**src/rtl/mgr_noc_locl_arb.sv**
```systemverilog
// Packet-granular round-robin arbiter sharing the manager-local NoC port between
// NUM_REQ local sources, with a one-entry registered output stage.
module mgr_noc_locl_arb #(
   parameter int unsigned NUM_REQ = 4,
   parameter int unsigned DATA_W  = 64,
   parameter int unsigned TYPE_W  = 2,
   parameter int unsigned PTYPE_W = 4,
   parameter int unsigned DEST_W  = 2,
   localparam int unsigned IDX_W  = $clog2(NUM_REQ)
) (
   input  logic                        clk,
   input  logic                        reset_poweron,
   input  logic [NUM_REQ-1:0]          req__arb__valid,
   input  logic [2*NUM_REQ-1:0]        req__arb__cntl,
   output logic [NUM_REQ-1:0]          arb__req__ready,
   input  logic [TYPE_W*NUM_REQ-1:0]   req__arb__type,
   input  logic [PTYPE_W*NUM_REQ-1:0]  req__arb__ptype,
   input  logic [DEST_W*NUM_REQ-1:0]   req__arb__desttype,
   input  logic [NUM_REQ-1:0]          req__arb__pvalid,
   input  logic [DATA_W*NUM_REQ-1:0]   req__arb__data,
   output logic                        locl__noc__dp_valid,
   output logic [1:0]                  locl__noc__dp_cntl,
   input  logic                        noc__locl__dp_ready,
   output logic [TYPE_W-1:0]           locl__noc__dp_type,
   output logic [PTYPE_W-1:0]          locl__noc__dp_ptype,
   output logic [DEST_W-1:0]           locl__noc__dp_desttype,
   output logic                        locl__noc__dp_pvalid,
   output logic [DATA_W-1:0]           locl__noc__dp_data,
   output logic [IDX_W-1:0]            arb__grant_id,
   output logic                        arb__proto_err
);

   typedef enum logic {IDLE, LOCKED} state_t;

   state_t             state, state_nxt;
   logic [IDX_W-1:0]   rr_ptr, rr_ptr_nxt, owner, owner_nxt;
   logic [IDX_W-1:0]   cand_idx, any_idx, sel;
   logic               cand_found, any_found;
   logic               space, grant_ok, take, drop, load, gid_load, err_set;
   logic [1:0]         sel_cntl;

   logic [1:0]         cntl_a  [NUM_REQ];
   logic [TYPE_W-1:0]  type_a  [NUM_REQ];
   logic [PTYPE_W-1:0] ptype_a [NUM_REQ];
   logic [DEST_W-1:0]  dest_a  [NUM_REQ];
   logic [DATA_W-1:0]  data_a  [NUM_REQ];

   function automatic logic [IDX_W-1:0] wrap_inc(input logic [IDX_W-1:0] v);
      return (v == IDX_W'(NUM_REQ - 1)) ? '0 : v + 1'b1;
   endfunction

   always_comb begin
      for (int unsigned k = 0; k < NUM_REQ; k++) begin
         cntl_a[k]  = req__arb__cntl[2*k +: 2];
         type_a[k]  = req__arb__type[TYPE_W*k +: TYPE_W];
         ptype_a[k] = req__arb__ptype[PTYPE_W*k +: PTYPE_W];
         dest_a[k]  = req__arb__desttype[DEST_W*k +: DEST_W];
         data_a[k]  = req__arb__data[DATA_W*k +: DATA_W];
      end
   end

   assign space = !locl__noc__dp_valid || noc__locl__dp_ready;

   // Two rotating searches: SOM-bearing candidates, and any valid requester
   // (the latter only matters when a stray MOM/EOM has to be flushed).
   always_comb begin
      logic [IDX_W-1:0] idx;
      cand_found = 1'b0;
      cand_idx   = '0;
      any_found  = 1'b0;
      any_idx    = '0;
      idx        = '0;
      for (int unsigned k = 0; k < NUM_REQ; k++) begin
         idx = IDX_W'((32'(rr_ptr) + k) % NUM_REQ);
         if (!cand_found && req__arb__valid[idx] && cntl_a[idx][0]) begin
            cand_found = 1'b1;
            cand_idx   = idx;
         end
         if (!any_found && req__arb__valid[idx]) begin
            any_found = 1'b1;
            any_idx   = idx;
         end
      end
   end

   always_comb begin
      state_nxt  = state;
      rr_ptr_nxt = rr_ptr;
      owner_nxt  = owner;
      gid_load   = 1'b0;
      err_set    = 1'b0;
      sel        = (state == LOCKED) ? owner : (cand_found ? cand_idx : any_idx);
      sel_cntl   = cntl_a[sel];
      grant_ok   = reset_poweron && space && (state == LOCKED || any_found);
      arb__req__ready      = '0;
      arb__req__ready[sel] = grant_ok;
      take = grant_ok && req__arb__valid[sel];
      drop = take && (state == IDLE) && !cand_found;
      load = take && !drop;
      if (state == IDLE) begin
         if (take && cand_found) begin
            gid_load = 1'b1;
            if (sel_cntl == 2'b11) begin
               rr_ptr_nxt = wrap_inc(sel);
            end else begin
               state_nxt = LOCKED;
               owner_nxt = sel;
            end
         end
         err_set = drop;
      end else if (take) begin
         err_set = sel_cntl[0];
         if (sel_cntl[1]) begin
            state_nxt  = IDLE;
            rr_ptr_nxt = wrap_inc(owner);
         end
      end
   end

   always_ff @(posedge clk or negedge reset_poweron) begin
      if (!reset_poweron) begin
         state                  <= IDLE;
         rr_ptr                 <= '0;
         owner                  <= '0;
         arb__grant_id          <= '0;
         arb__proto_err         <= 1'b0;
         locl__noc__dp_valid    <= 1'b0;
         locl__noc__dp_cntl     <= '0;
         locl__noc__dp_type     <= '0;
         locl__noc__dp_ptype    <= '0;
         locl__noc__dp_desttype <= '0;
         locl__noc__dp_pvalid   <= 1'b0;
         locl__noc__dp_data     <= '0;
      end else begin
         state  <= state_nxt;
         rr_ptr <= rr_ptr_nxt;
         owner  <= owner_nxt;
         if (gid_load) arb__grant_id <= sel;
         if (err_set) arb__proto_err <= 1'b1;
         if (load) begin
            locl__noc__dp_valid    <= 1'b1;
            locl__noc__dp_cntl     <= sel_cntl;
            locl__noc__dp_type     <= type_a[sel];
            locl__noc__dp_ptype    <= ptype_a[sel];
            locl__noc__dp_desttype <= dest_a[sel];
            locl__noc__dp_pvalid   <= req__arb__pvalid[sel];
            locl__noc__dp_data     <= data_a[sel];
         end else if (space) begin
            locl__noc__dp_valid <= 1'b0;
         end
      end
   end

endmodule

```
**config.mk**
```make
export PLATFORM = sky130hd
export DESIGN_NAME = mgr_noc_locl_arb
export DESIGN_NICKNAME = d
export VERILOG_FILES = /design/src/rtl/mgr_noc_locl_arb.sv
export SDC_FILE = /design/constraint.sdc
export NUM_CORES = 1
export LEC_CHECK = 0
export ABC_AREA = 1
export BUFFER_PORTS_ARGS = -buffer_cell sky130_fd_sc_hd__buf_2
export CAP_MARGIN = 5
export CORE_AREA = 2 2 150 152
export DETAILED_ROUTE_END_ITERATION = 10
export DIE_AREA = 0 0 152 154
export PLACE_DENSITY_LB_ADDON = 0.1
export REMOVE_ABC_BUFFERS = 1
export SYNTH_ARGS = -nofsm -noshare
export SYNTH_HDL_FRONTEND = slang
export SYNTH_SLANG_ARGS = --single-unit
```
**constraint.sdc**
```tcl
create_clock -name clk -period 4.64 [get_ports clk]
set_input_delay 0.928 -clock clk [delete_from_list [all_inputs] [get_ports clk]]
set_output_delay 0.928 -clock clk [all_outputs]
set_load 0.02 [all_outputs]
```
==> metrics.log <==
INFO  metric outcome = completed
INFO  metric ys_seq_area_share = between 30% and 40%
INFO  metric synth_cells = about 950
INFO  metric synthArstFlopShare = between 90% and 100%
INFO  metric critical-path-slowest-cell = sky130_fd_sc_hd__dfrtp_1
INFO  metric detailed_place_hpwl = around 20 mm
INFO  metric grt_pass1_wl = 39.8 mm
INFO  metric synth_cell_types = 28
INFO  metric fraction_of_post_synthesis_cell_area_in_the_top_cell_type_by_area = around a third
INFO  metric via_per_inst = around 4.8
INFO  metric ys.flop_type = sky130_fd_sc_hd__dfrtp_1
INFO  metric maxCapViolCount = 0
INFO  metric start_util = 27.8%
INFO  metric final-setup-viol-count = 0
INFO  metric synthMostInstantiatedCell = sky130_fd_sc_hd__nand2_1
INFO  metric timing.slew.headroom = around two fifths
INFO  metric crit_chain = inv_2, nand2_1, nand2_1, nand2_1, nand2_1, nand2_2, nand2_1, a21oi_2, inv_2, nand2_1, nand3_2, nand2_4, nand2_4, inv_4, ha_1, inv_1, nor2_1, buf_2
INFO  metric ctsLongestPathBuffers = 2
INFO  metric grt.overflow.total = 0
INFO  metric dieArea = between 20000 and 25000 um^2
INFO  metric clock_transition_time_at_the_flip_flop_clock_pins_of_the_worst_setup_and_hold_paths = approximately 0.060 ns
INFO  metric ys_ff_latch = 84
INFO  metric path_common_cell = sky130_fd_sc_hd__nand2_1
INFO  metric ctsResizeCount = 0
INFO  metric type_of_the_worst_setup_path = reg2out
INFO  metric cts_setup_buffers = 0
INFO  metric placedCellCount = roughly 1600
INFO  metric post_synth_fa_ha_maj_area_fraction = 1.04%
INFO  metric fraction_of_synthesized_cell_area_in_xor_and_xnor_cells = 0%
INFO  metric maximum_number_of_pins_on_one_net_before_global_route_repair = ~150
INFO  metric routed-via-count = 7578
INFO  metric row_count = between 50 and 60
INFO  metric worst_clk_skew = between 0.008 and 0.009 ns
INFO  metric worstMarginPinSlew = roughly 0.9 ns
INFO  metric ys.warnings.count = 0
INFO  metric required = 3.71 ns
INFO  metric worst-path-max-fanout = 11
INFO  metric place.port_buffers = 389
INFO  metric final_critical_path_setup_slack = 0.679 ns
INFO  metric number_of_flops_mapped_to_enable_cells_by_yosys = 0
INFO  metric synth_commonest_cells = sky130_fd_sc_hd__nand2_1 (322), sky130_fd_sc_hd__nor2_1 (157), sky130_fd_sc_hd__o21ai_0 (152), sky130_fd_sc_hd__dfrtp_1 (84), sky130_fd_sc_hd__o22ai_1 (73)
INFO  metric post-route-period-util = about 85%
INFO  metric cts_hold_repair.buffers = 0
INFO  metric syn2layout_area_growth = 39.4%
INFO  metric synth_top_family_by_area = simple AND/OR/NAND/NOR gates
INFO  metric tritoncts = yes
INFO  metric final_layout_size_suffix_gt1_share = between 30% and 40%
INFO  metric core_area = ~22000 um^2
INFO  metric grt_usage = 21.4%
INFO  metric cts_buffers = 9
INFO  metric placed_cell_areas = just over 8000 um^2
INFO  metric cts.htree.levels = 3
INFO  metric synth_compound_area_share = a little over a fifth
INFO  metric dieHeight = 154 um
INFO  metric place.gp.congestion = between 0.8 and 0.9
INFO  metric worst_skew_pair.late_latency = between 0.3 and 0.4 ns
INFO  metric final_net_count = approximately 1600
INFO  metric clock_sink_count = 84
INFO  metric root_buffer = sky130_fd_sc_hd__clkbuf_16
INFO  metric timing.critical_path.slowest_cell_delay = about 0.61 ns
INFO  metric routed_len_inst = ~17 um
INFO  metric drt_pre_antenna_iters = 4
INFO  metric final-instance-count-excl-fill = approximately 1600
INFO  metric post_synth_main_area_contributors = sky130_fd_sc_hd__dfrtp_1 (35%), sky130_fd_sc_hd__nand2_1 (20%), sky130_fd_sc_hd__o21ai_0 (13%)
INFO  metric count_of_final_hold_check_violations = 0
INFO  metric antenna_found_initial = 5
INFO  metric synth_simple_gate_area_share = about a third
INFO  metric number_of_buffer_and_inverter_stages_on_the_critical_path = 5
INFO  metric synth_top_cell_by_area = sky130_fd_sc_hd__dfrtp_1
INFO  metric synth.mux.area_fraction = less than 1%
INFO  metric cp_top_family = simple AND/OR/NAND/NOR gates
INFO  metric post-route-min-period = between 3 and 4 ns
INFO  metric report.final.slew_viol_count = 0
INFO  metric kind_of_end_point_of_the_critical_path = output port
INFO  metric drt-initial-drc-count = 370
INFO  metric placement.setup.worst_slack = 0.754 ns
INFO  metric timing.setup.tns = 0 ns
INFO  metric worstPathArrival = between 3 and 4 ns
INFO  metric synth.avg_cell_area = around 6.3 um^2
INFO  metric final_area = about 8400 um^2
INFO  metric worst_hold_path_type = reg2reg
INFO  metric area_of_the_mapped_netlist = 6020 um^2
INFO  metric number_of_global_route_vias_before_repair = between 7000 and 8000
INFO  metric die_width = 152 um
INFO  metric max_freq = approximately 250 MHz
INFO  metric totalWireLength = 26.2 mm
INFO  metric rsz0062_at_grt = no
INFO  metric route.antenna.remaining_nets = 0
INFO  metric setup.worst_path.start_class = register
INFO  metric drt_drc_violations_left = 0
INFO  metric floorplan.io_pins = approximately 400
-- area by class of cell --
type	count	area, um^2
Fill cell	2433	13300
Multi-Input combinational cell	760	3420
Sequential cell	84	2100
Timing Repair Buffer	402	2070
Tap cell	280	350
Clock buffer	10	229
Inverter	40	153
Clock inverter	5	62.6
Antenna cell	2	5.00
-- cells in the final DEF (no fill, tap or decap) --
cell,n
sky130_fd_sc_hd__buf_2,388
sky130_fd_sc_hd__nand2_1,322
sky130_fd_sc_hd__nor2_1,157
sky130_fd_sc_hd__o21ai_0,152
sky130_fd_sc_hd__dfrtp_1,84
sky130_fd_sc_hd__o22ai_1,73
sky130_fd_sc_hd__inv_1,35
sky130_fd_sc_hd__nand3_1,30
sky130_fd_sc_hd__buf_4,12
sky130_fd_sc_hd__clkbuf_16,9
sky130_fd_sc_hd__nand4_1,5
sky130_fd_sc_hd__ha_1,5
sky130_fd_sc_hd__inv_2,4
sky130_fd_sc_hd__diode_2,2
sky130_fd_sc_hd__nand2_2,2
sky130_fd_sc_hd__nand2_4,2
sky130_fd_sc_hd__o21bai_1,2
sky130_fd_sc_hd__clkinvlp_4,2
sky130_fd_sc_hd__buf_12,2
sky130_fd_sc_hd__mux2i_4,1
sky130_fd_sc_hd__a21oi_2,1
sky130_fd_sc_hd__nand3_2,1
sky130_fd_sc_hd__and2_0,1
sky130_fd_sc_hd__nor2_4,1
sky130_fd_sc_hd__a31oi_1,1
sky130_fd_sc_hd__o21ai_4,1
sky130_fd_sc_hd__inv_4,1
sky130_fd_sc_hd__nand3_4,1
sky130_fd_sc_hd__a21oi_1,1
sky130_fd_sc_hd__a21o_1,1
sky130_fd_sc_hd__clkbuf_1,1
sky130_fd_sc_hd__bufinv_16,1
sky130_fd_sc_hd__inv_6,1
sky130_fd_sc_hd__clkinv_4,1
-- cells by family after synthesis --
logic type,count (synthesis)
mux,1
flops,84
simple gates,522
buf+inv,108
fa+ha+maj,5
compound gates,232
-- state kept, by name (all words and copies together), names as in the netlist --
register                count
arb__grant_id               2
arb__proto_err              1
locl__noc__dp_cntl          2
locl__noc__dp_data         64
locl__noc__dp_desttype      2
locl__noc__dp_ptype         4
locl__noc__dp_pvalid        1
locl__noc__dp_type          2
locl__noc__dp_valid         1
owner                       2
rr_ptr                      2
state                       1
-- per-stage QoR --
step,hold slack [ns],util [%]
after floorplan,0.565,-
after global placement,0.439,37.3
after detailed placement,0.449,37.3
after CTS,0.465,38.7
after global routing,0.489,38.7
final,0.457,38.7
-- final timing paths --
check / cells after the start / slack, ns / to / from
max: 18 / 0.68 / arb__req__ready[1] / rr_ptr[1]
min: 1 / 0.46 / arb__proto_err / arb__proto_err
max reg2reg: 18 / 1.03 / locl__noc__dp_data[61] / rr_ptr[1]
max in group asynchronous: 3 / 2.93 / locl__noc__dp_type[0] / reset_poweron
min reg2reg: 1 / 0.46 / arb__proto_err / arb__proto_err
min in group asynchronous: 2 / 0.65 / locl__noc__dp_data[39] / reset_poweron
-- routing by layer --
metal	GRT usage, %	routed length (um)	up-vias	share of wire, %
li1	-	-	3809	-
met1	26.1	11000	3447	42
met2	37.1	12800	274	49
met3	5.61	1660	40	6.4
met4	5.96	596	8	2.3
met5	1.45	95	-	0.36
Power is left out: the tool's default activity adds up to more than one toggle a clock period on the data nets, which glitch-free logic cannot reach.
